### src/rtl/iter_shifter.sv
// Multi-cycle shifter (SLL/SRL/SRA/ROR) moving up to STEP bits per clock.
// Handshake: start accepted in IDLE or DONE; busy during SHIFT; done pulses with result.
module iter_shifter #(
    parameter  int unsigned WIDTH = 32,
    parameter  int unsigned STEP  = 4,
    localparam int unsigned AMT_W = $clog2(WIDTH)
) (
    input  logic             clk,
    input  logic             rst_n,
    input  logic             start,
    input  logic [1:0]       op,
    input  logic [WIDTH-1:0] operand,
    input  logic [AMT_W-1:0] amount,
    output logic             busy,
    output logic             done,
    output logic [WIDTH-1:0] result
);

    localparam logic [1:0] OpSll = 2'b00;
    localparam logic [1:0] OpSrl = 2'b01;
    localparam logic [1:0] OpSra = 2'b10;
    localparam logic [1:0] OpRor = 2'b11;

    // Largest step that can ever be taken; rem never exceeds WIDTH-1.
    localparam int unsigned MaxS = (STEP < WIDTH) ? STEP : WIDTH - 1;

    typedef enum logic [1:0] {StIdle, StShift, StDone} state_e;

    state_e           state_q, state_d;
    logic [1:0]       op_q, op_d;
    logic [WIDTH-1:0] acc_q, acc_d;
    logic [AMT_W-1:0] rem_q, rem_d;
    logic             sign_q, sign_d;
    logic [WIDTH-1:0] result_q, result_d;
    logic             busy_q, busy_d;
    logic             done_q, done_d;

    logic [AMT_W-1:0] step_s;
    logic [WIDTH-1:0] step_acc;

    function automatic logic [WIDTH-1:0] shift_step(input logic [WIDTH-1:0] a,
                                                    input logic [AMT_W-1:0] s,
                                                    input logic [1:0]       o,
                                                    input logic             fill);
        logic [WIDTH-1:0] r;
        logic [AMT_W-1:0] idx;
        r   = '0;
        idx = '0;
        for (int k = 0; k <= int'(MaxS); k++) begin
            if (s == AMT_W'(k)) begin
                for (int i = 0; i < int'(WIDTH); i++) begin
                    case (o)
                        OpSll: begin
                            idx  = AMT_W'(i - k);
                            r[i] = (i >= k) ? a[idx] : 1'b0;
                        end
                        default: begin
                            // Index wraps modulo WIDTH, which is exactly the rotate source.
                            idx = AMT_W'(i + k);
                            if (i + k < int'(WIDTH)) begin
                                r[i] = a[idx];
                            end else begin
                                case (o)
                                    OpSra:   r[i] = fill;
                                    OpRor:   r[i] = a[idx];
                                    OpSrl:   r[i] = 1'b0;
                                    default: r[i] = 1'b0;
                                endcase
                            end
                        end
                    endcase
                end
            end
        end
        return r;
    endfunction

    always_comb begin
        step_s   = (rem_q > AMT_W'(MaxS)) ? AMT_W'(MaxS) : rem_q;
        step_acc = shift_step(acc_q, step_s, op_q, sign_q);
    end

    always_comb begin
        state_d  = state_q;
        op_d     = op_q;
        acc_d    = acc_q;
        rem_d    = rem_q;
        sign_d   = sign_q;
        result_d = result_q;
        case (state_q)
            StShift: begin
                acc_d   = step_acc;
                rem_d   = rem_q - step_s;
                state_d = (rem_d == '0) ? StDone : StShift;
            end
            default: begin
                if (start) begin
                    op_d    = op;
                    acc_d   = operand;
                    rem_d   = amount;
                    sign_d  = operand[WIDTH-1];
                    state_d = (amount == '0) ? StDone : StShift;
                end else begin
                    state_d = StIdle;
                end
            end
        endcase
        if (state_d == StDone) begin
            result_d = acc_d;
        end
        busy_d = (state_d == StShift);
        done_d = (state_d == StDone);
    end

    always_ff @(posedge clk or negedge rst_n) begin
        if (!rst_n) begin
            state_q  <= StIdle;
            op_q     <= '0;
            acc_q    <= '0;
            rem_q    <= '0;
            sign_q   <= 1'b0;
            result_q <= '0;
            busy_q   <= 1'b0;
            done_q   <= 1'b0;
        end else begin
            state_q  <= state_d;
            op_q     <= op_d;
            acc_q    <= acc_d;
            rem_q    <= rem_d;
            sign_q   <= sign_d;
            result_q <= result_d;
            busy_q   <= busy_d;
            done_q   <= done_d;
        end
    end

    assign busy   = busy_q;
    assign done   = done_q;
    assign result = result_q;

endmodule

### config.mk
export PLATFORM = sky130hd
export DESIGN_NAME = iter_shifter
export DESIGN_NICKNAME = d
export VERILOG_FILES = /design/src/rtl/iter_shifter.sv
export SDC_FILE = /design/constraint.sdc
export NUM_CORES = 1
export LEC_CHECK = 0
export BUFFER_PORTS_ARGS = -buffer_cell sky130_fd_sc_hd__clkbuf_2
export CAP_MARGIN = 15
export CORE_MARGIN = 8
export CORE_UTILIZATION = 45
export DETAILED_ROUTE_END_ITERATION = 10
export PLACE_DENSITY = 0.68
export SLEW_MARGIN = 20
export SYNTH_ARGS = -nofsm -noshare
export SYNTH_HDL_FRONTEND = slang
export SYNTH_SLANG_ARGS = --single-unit
### constraint.sdc
create_clock -name clk -period 2.33 [get_ports clk]
set_clock_uncertainty 0.15 [all_clocks]
set_input_delay 0.3495 -clock clk [delete_from_list [all_inputs] [get_ports clk]]
set_output_delay 0.3495 -clock clk [all_outputs]
set_load 0.01 [all_outputs]
==> impl_metrics.ini, run 1 <==
[yosys]
synth_edf_count = 0
syn_area_per_cell_sq_um = 9.42
syn-cell-area_sq_um = 5290
synth_nets = 606
ys_seq_area_frac = 0.359
async_flop_share = 1.00
yosysUniqueCellTypes = 58
yosysWarnings = 0
synth_top_area_frac = 0.359
ys.flop_type = dfrtp_1
synthMostInstantiatedCell = dfrtp_1
synth_area_leaders = dfrtp_1 (36%), mux2_2 (7.4%), a311oi_1 (5.8%)
yosysTopAreaCell = dfrtp_1
synth.cells.most_frequent = dfrtp_1 (76), a21oi_1 (55), nor2_1 (39), o21ai_0 (37)
syn_inst = 562
synth-seq-cells = 76

[power_and_ir_drop]
p_per_area_nw_per_um2 = 1790
irDropWorstVdd_v = 0.000967
p_leak_nw = 2.66
power_mw = 11.8

[global_routing]
grt_pass1_wl_um = 26700
track_usage = 0.202
antenna_found_initial = 0
grt_start_max_net_pins = 70
grt_pass1_vias = 5099
grt-ovfl-total = 0

[timing]
finalMaxSlewViolations = 0
finalCritPeriodShare = 1.02
setup_slack_ns = -0.0390
rsz0062_at_grt = true
setup_violations = 25
layout_min_cycle_time_ns = 2.37
hold_violations = 0
max_freq_mhz = 422
max_slew_margin = 0.639
worst_slew_pin_slew_ns = 0.542
final.setup.tns_ns = -0.651

[detailed_routing]
avgRoutedWirePerCell_um = 19.7
viasPerCell = 6.38
ant_nets = 0
wl_um = 15800
vias = 5139
drtIter0Drc = 472
drcViolationCount = 0
drtPass1Iterations = 5

[die]
start_util = 0.462
die_w_um = 124
core_sq_um = 11500
row_count = 39
die_h_um = 124
ios = 76
die_area_sq_um = 15500

[flow_run]
cap_violations = 0

[place]
post-place-ws_ns = -0.0925
place_congestion = 0.939
dp.cells = 784
place_area_sq_um = 6100
hpwl_um = 10900
port_buffers = 75

[outcome]
outcome = complete, but fails checks
violations = setup timing

[worst_hold_path]
hold_start = op[0]
whs_path_depth = 2
hold_class = input pin to flop

[worst_setup_path]
path_max_fanout = 14
arrival_ns = 2.44
cp-startpoint = rem_q[3]
crit_slowest_cell = or3_4
critPathKind = flop to flop
r2r_start = rem_q[3]
crit_top_cell = nand2_4
max_stage_delay_ns = 0.41
critPathLaunchType = flop
rrSetupSlack_ns = -0.04
path_cells = or3_4 -> nand2_4 -> ha_4 -> a211oi_2 -> nand4_2 -> nand2_4 -> buf_12 -> mux2_2
r2r_cells = 8
endpoint = result[24]
rr_endpoint = result[24]
critPathCaptureType = flop
critPathRequiredTime_ns = 2.40

[clocking]
tritoncts = done
cts_buffers = 9
clock_path_buffers = 2
htree_levels = 3
cts_num_sinks = 76
clkTransAtPathRegs_ns = 0.06
clk_latency_ns = 0.34
cts_root_buf = clkbuf_16

[layout]
finalNetCount = 702
diodes = 0
layout-drive-gt1-share = 0.370
final_cells = 806
synthToLayoutAreaGrowth_pct = 24.3
design_area_sq_um = 6580
[worst min-delay path by stage]
stage,end,slack (ns)
after global placement,acc_q[5],0.21
final,op_q[0],0.09
after global routing,op_q[0],0.11
after floorplan,acc_q[0],-0.1
after detailed placement,acc_q[5],0.22
after CTS,op_q[0],0.09
[layout make-up]
cell class	instances	area [sq um]
fill	1022	4890
multi-input combinational	429	3180
sequential	76	1900
timing repair buffer	141	963
clock buffer	12	256
tap	143	179
clock inverter	4	95.1
inverter	1	3.75
[layer usage]
| layer | GRT usage | part of all wire | vias up |
|---|---|---|---|
| met5 | 0 | 0 | - |
| met4 | 0.0652 | 0.019 | 0 |
| met3 | 0.0447 | 0.077 | 23 |
| met2 | 0.312 | 0.45 | 284 |
| met1 | 0.272 | 0.45 | 2463 |
| li1 | - | - | 2369 |
[report_power, final]
group          leakage, nW  switching, mW  internal [mW]
Combinational         1.60           4.07           3.44
Clock                0.173          0.553           1.10
Sequential           0.890          0.568           2.07
[critical path, delay by kind of cell (launching register included)]
kind | cells | cell delay [ns]
compound gates | 1 | 0.20
fa+ha+maj | 1 | 0.20
buf+inv | 1 | 0.16
flops | 1 | 0.38
mux | 1 | 0.34
simple gates | 4 | 0.81
[kinds of logic (layout without fill, tap and decap cells)]
family                   after synthesis  in the layout  synth area share
AO/OA/AOI/OAI                        201            201             0.276
AND/OR/NAND/NOR                      175            175             0.204
flip-flops                            76             76             0.359
buffers and inverters                 57            158            0.0532
multiplexers                          48             48            0.0993
adder cells (fa/ha/maj)                2              2           0.00473
other                                  2              2           0.00142
XOR/XNOR                               1              1           0.00166
[state kept, by name (all words and copies together), names as in the netlist]
name / flops
rem_q: 5
acc_q: 32
state_q: 2
sign_q: 1
op_q: 2
result: 32
done: 1
busy: 1
[placed cells by master, fill, tap and decap left out, types with 18 or more instances in the layout]
| cell | instances |
|---|---|
| dfrtp_1 | 75 |
| clkbuf_2 | 74 |
| buf_4 | 59 |
| a21oi_1 | 55 |
| nor2_1 | 38 |
| o21ai_0 | 36 |
| a311oi_1 | 35 |
| mux2_2 | 30 |
| nor2b_1 | 30 |
| a211oi_1 | 26 |
| nor4_1 | 22 |
| nand2_1 | 20 |
| or3b_4 | 18 |
[stage by stage]
| stage | util | hold slack [ns] |
|---|---|---|
| floorplan | - | -0.0961 |
| global placement | 0.532 | 0.211 |
| detailed placement | 0.532 | 0.223 |
| CTS | 0.571 | 0.0882 |
| global route | 0.574 | 0.106 |
| finish | 0.574 | 0.0928 |
[what timing repair did]
item                       in CTS  in global routing
setup buffers                   4                  2
resized for setup               4                 12
setup endpoints to repair      31                 32
hold buffers                    1                  0
gates cloned                    1                  0
hold endpoints to repair       40                  0
pin swaps                       3                  5
Power figures use the tool's default switching activity.
==> inputs of run 2 (changes only) <==
--- a/config.mk
+++ b/config.mk
@@ -10,7 +10,8 @@
 export CORE_MARGIN = 8
 export CORE_UTILIZATION = 45
 export DETAILED_ROUTE_END_ITERATION = 10
-export PLACE_DENSITY = 0.68
+export PLACE_DENSITY_LB_ADDON = 0.05
+export SETUP_SLACK_MARGIN = 0.2
 export SLEW_MARGIN = 20
 export SYNTH_ARGS = -nofsm -noshare
 export SYNTH_HDL_FRONTEND = slang
==> constraint.sdc (replaced) <==
create_clock -name clk -period 2.21 [get_ports clk]
set_clock_uncertainty 0.15 [all_clocks]
set_input_delay 0.3315 -clock clk [delete_from_list [all_inputs] [get_ports clk]]
set_output_delay 0.3315 -clock clk [all_outputs]
set_load 0.01 [all_outputs]
==> impl_metrics.ini, run 2 (synthesis gave the netlist of run 1 again) <==
[detailed_routing]
drtPass1Iterations = 7
drtIter0Drc = 568
avgRoutedWirePerCell_um = 22.7
vias = 5563
drcViolationCount = 0
wl_um = 19300
ant_nets = 0
viasPerCell = 6.54

[worst_setup_path]
path_max_fanout = 10
path_cells = or3_4 -> buf_4 -> a211oi_2 -> nand4_2 -> nand2_4 -> buf_12 -> buf_12 -> mux2_2
critPathCaptureType = flop
critPathLaunchType = flop
max_stage_delay_ns = 0.41
critPathKind = flop to flop
critPathRequiredTime_ns = 2.29
arrival_ns = 2.49
crit_top_cell = buf_12
crit_slowest_cell = or3_4

[layout]
layout-drive-gt1-share = 0.525
finalNetCount = 750
synthToLayoutAreaGrowth_pct = 46.1
final_cell_mix = clkbuf_2 (74), buf_4 (74), dfrtp_1 (73), a311oi_2 (43), nor2_1 (38)
diodes = 0
fin_util = 0.674

[place]
hpwl_um = 11100
place_congestion = 0.897
port_buffers = 75

[timing]
setup_slack_ns = -0.202
hold_ws_ns = 0.0679
layout_min_cycle_time_ns = 2.41
final.setup.tns_ns = -5.47
worst_slew_pin_slew_ns = 0.504
max_freq_mhz = 415
setup_violations = 34
hold_violations = 0
finalMaxSlewViolations = 0
rsz0062_at_grt = true
max_slew_margin = 0.660
finalCritPeriodShare = 1.09

[global_routing]
antenna_found_initial = 0
gr-usage-met2 = 0.369
grt_pass1_vias = 5603
gr-usage-met1 = 0.304
grt-ovfl-total = 0
grt_pass1_wl_um = 30000
grt_util_met3 = 0.0489
grt_start_max_net_pins = 41
gr-max-usage-layer = met2
track_usage = 0.233

[clocking]
cts_num_sinks = 76
cts_root_buf = clkbuf_16
clkTransAtPathRegs_ns = 0.06
htree_levels = 3
clock_path_buffers = 2
tritoncts = done
cts_buffers = 9
clk_latency_ns = 0.35

[die]
start_util = 0.462
die_area_sq_um = 15500
core_sq_um = 11500
row_count = 39
die_h_um = 124
ios = 76
die_w_um = 124

[power_and_ir_drop]
combPwrFrac = 0.727
p_leak_nw = 3.10
pwr-share-clk = 0.087
p_per_area_nw_per_um2 = 1980
irDropWorstVdd_v = 0.000949
cellInternalPower_mw = 8.54
swShare = 0.442
p_sw_mw = 6.75
power_frac_seq = 0.187

[flow_run]
cap_violations = 0

[outcome]
violations = setup timing
outcome = complete, but fails checks

[worst_hold_path]
hold_class = input pin to flop
[run 2: cell count changes in the layout (fill, tap and decap cells not counted), sizes merged]
cell,previous run,this run
bufinv,3,0
clkinv,1,0
bufbuf,0,1
buf,66,110
clkbuf,86,90
[run 2: timing repair]
item,4_1_cts,5_1_grt
pin swaps,82,51
hold buffers,1,0
setup endpoints to repair,45,67
buffers inserted,16,11
gates cloned,9,3
hold endpoints to repair,36,0
gates resized for setup,99,67
[run 2: final timing paths]
| kind | from | endpoint | slack, ns | depth (start not counted) |
|---|---|---|---|---|
| hold reg to reg | result[19] | result[19] | 0.35 | 1 |
| max in group asynchronous | rst_n | op_q[1] | 0.97 | 3 |
| setup / recovery | rem_q[4] | result[21] | -0.20 | 8 |
| setup reg to reg | rem_q[4] | result[21] | -0.20 | 8 |
| min in group asynchronous | rst_n | rem_q[3] | 0.34 | 2 |
| hold / removal | op[1] | op_q[1] | 0.07 | 2 |
[run 2: layout make-up]
type                    instances  area, sq um
flip-flops and latches         76         1910
clock buffers                  13          250
repair buffers                189         1680
inverters                       1         3.75
well taps                     143          179
multi-input cells             429         3710
fillers                       879         3730
[run 2: power by group through the flow]
stage | logic (mW) | clock network (mW) | registers (mW)
floorplan | 5.10 | 0 | 2.75
global placement | 7.81 | 0 | 2.73
detailed placement | 7.87 | 0 | 2.75
CTS | 9.87 | 1.34 | 2.80
global route | 11.7 | 1.39 | 2.95
finish | 11.1 | 1.32 | 2.85
[run 2: critical path, delay by kind of cell (launching register included)]
kind	cells	cell delay, ns
muxes	1	0.33
and+or+nand+nor	3	0.71
AOI/OAI and AO/OA	1	0.24
buffers and inverters	3	0.46
DFF	1	0.37
[run 2: per-layer routing]
layer  vias up  wire length [um]
met5         -                 0
met1      2748              8360
met4         0               575
met3        61              1320
li1       2469                 -
met2       285              9050
[run 2: through the flow]
step | instances | area, sq um | setup slack [ns] | power (mW)
floorplan | 562 | 5310 | 0.0408 | 7.84
global placement | 798 | 6240 | -0.184 | 10.5
detailed placement | 798 | 6240 | -0.248 | 10.6
CTS | 837 | 7310 | -0.191 | 14.0
global route | 851 | 7730 | -0.290 | 16.0
finish | 851 | 7730 | -0.202 | 15.3
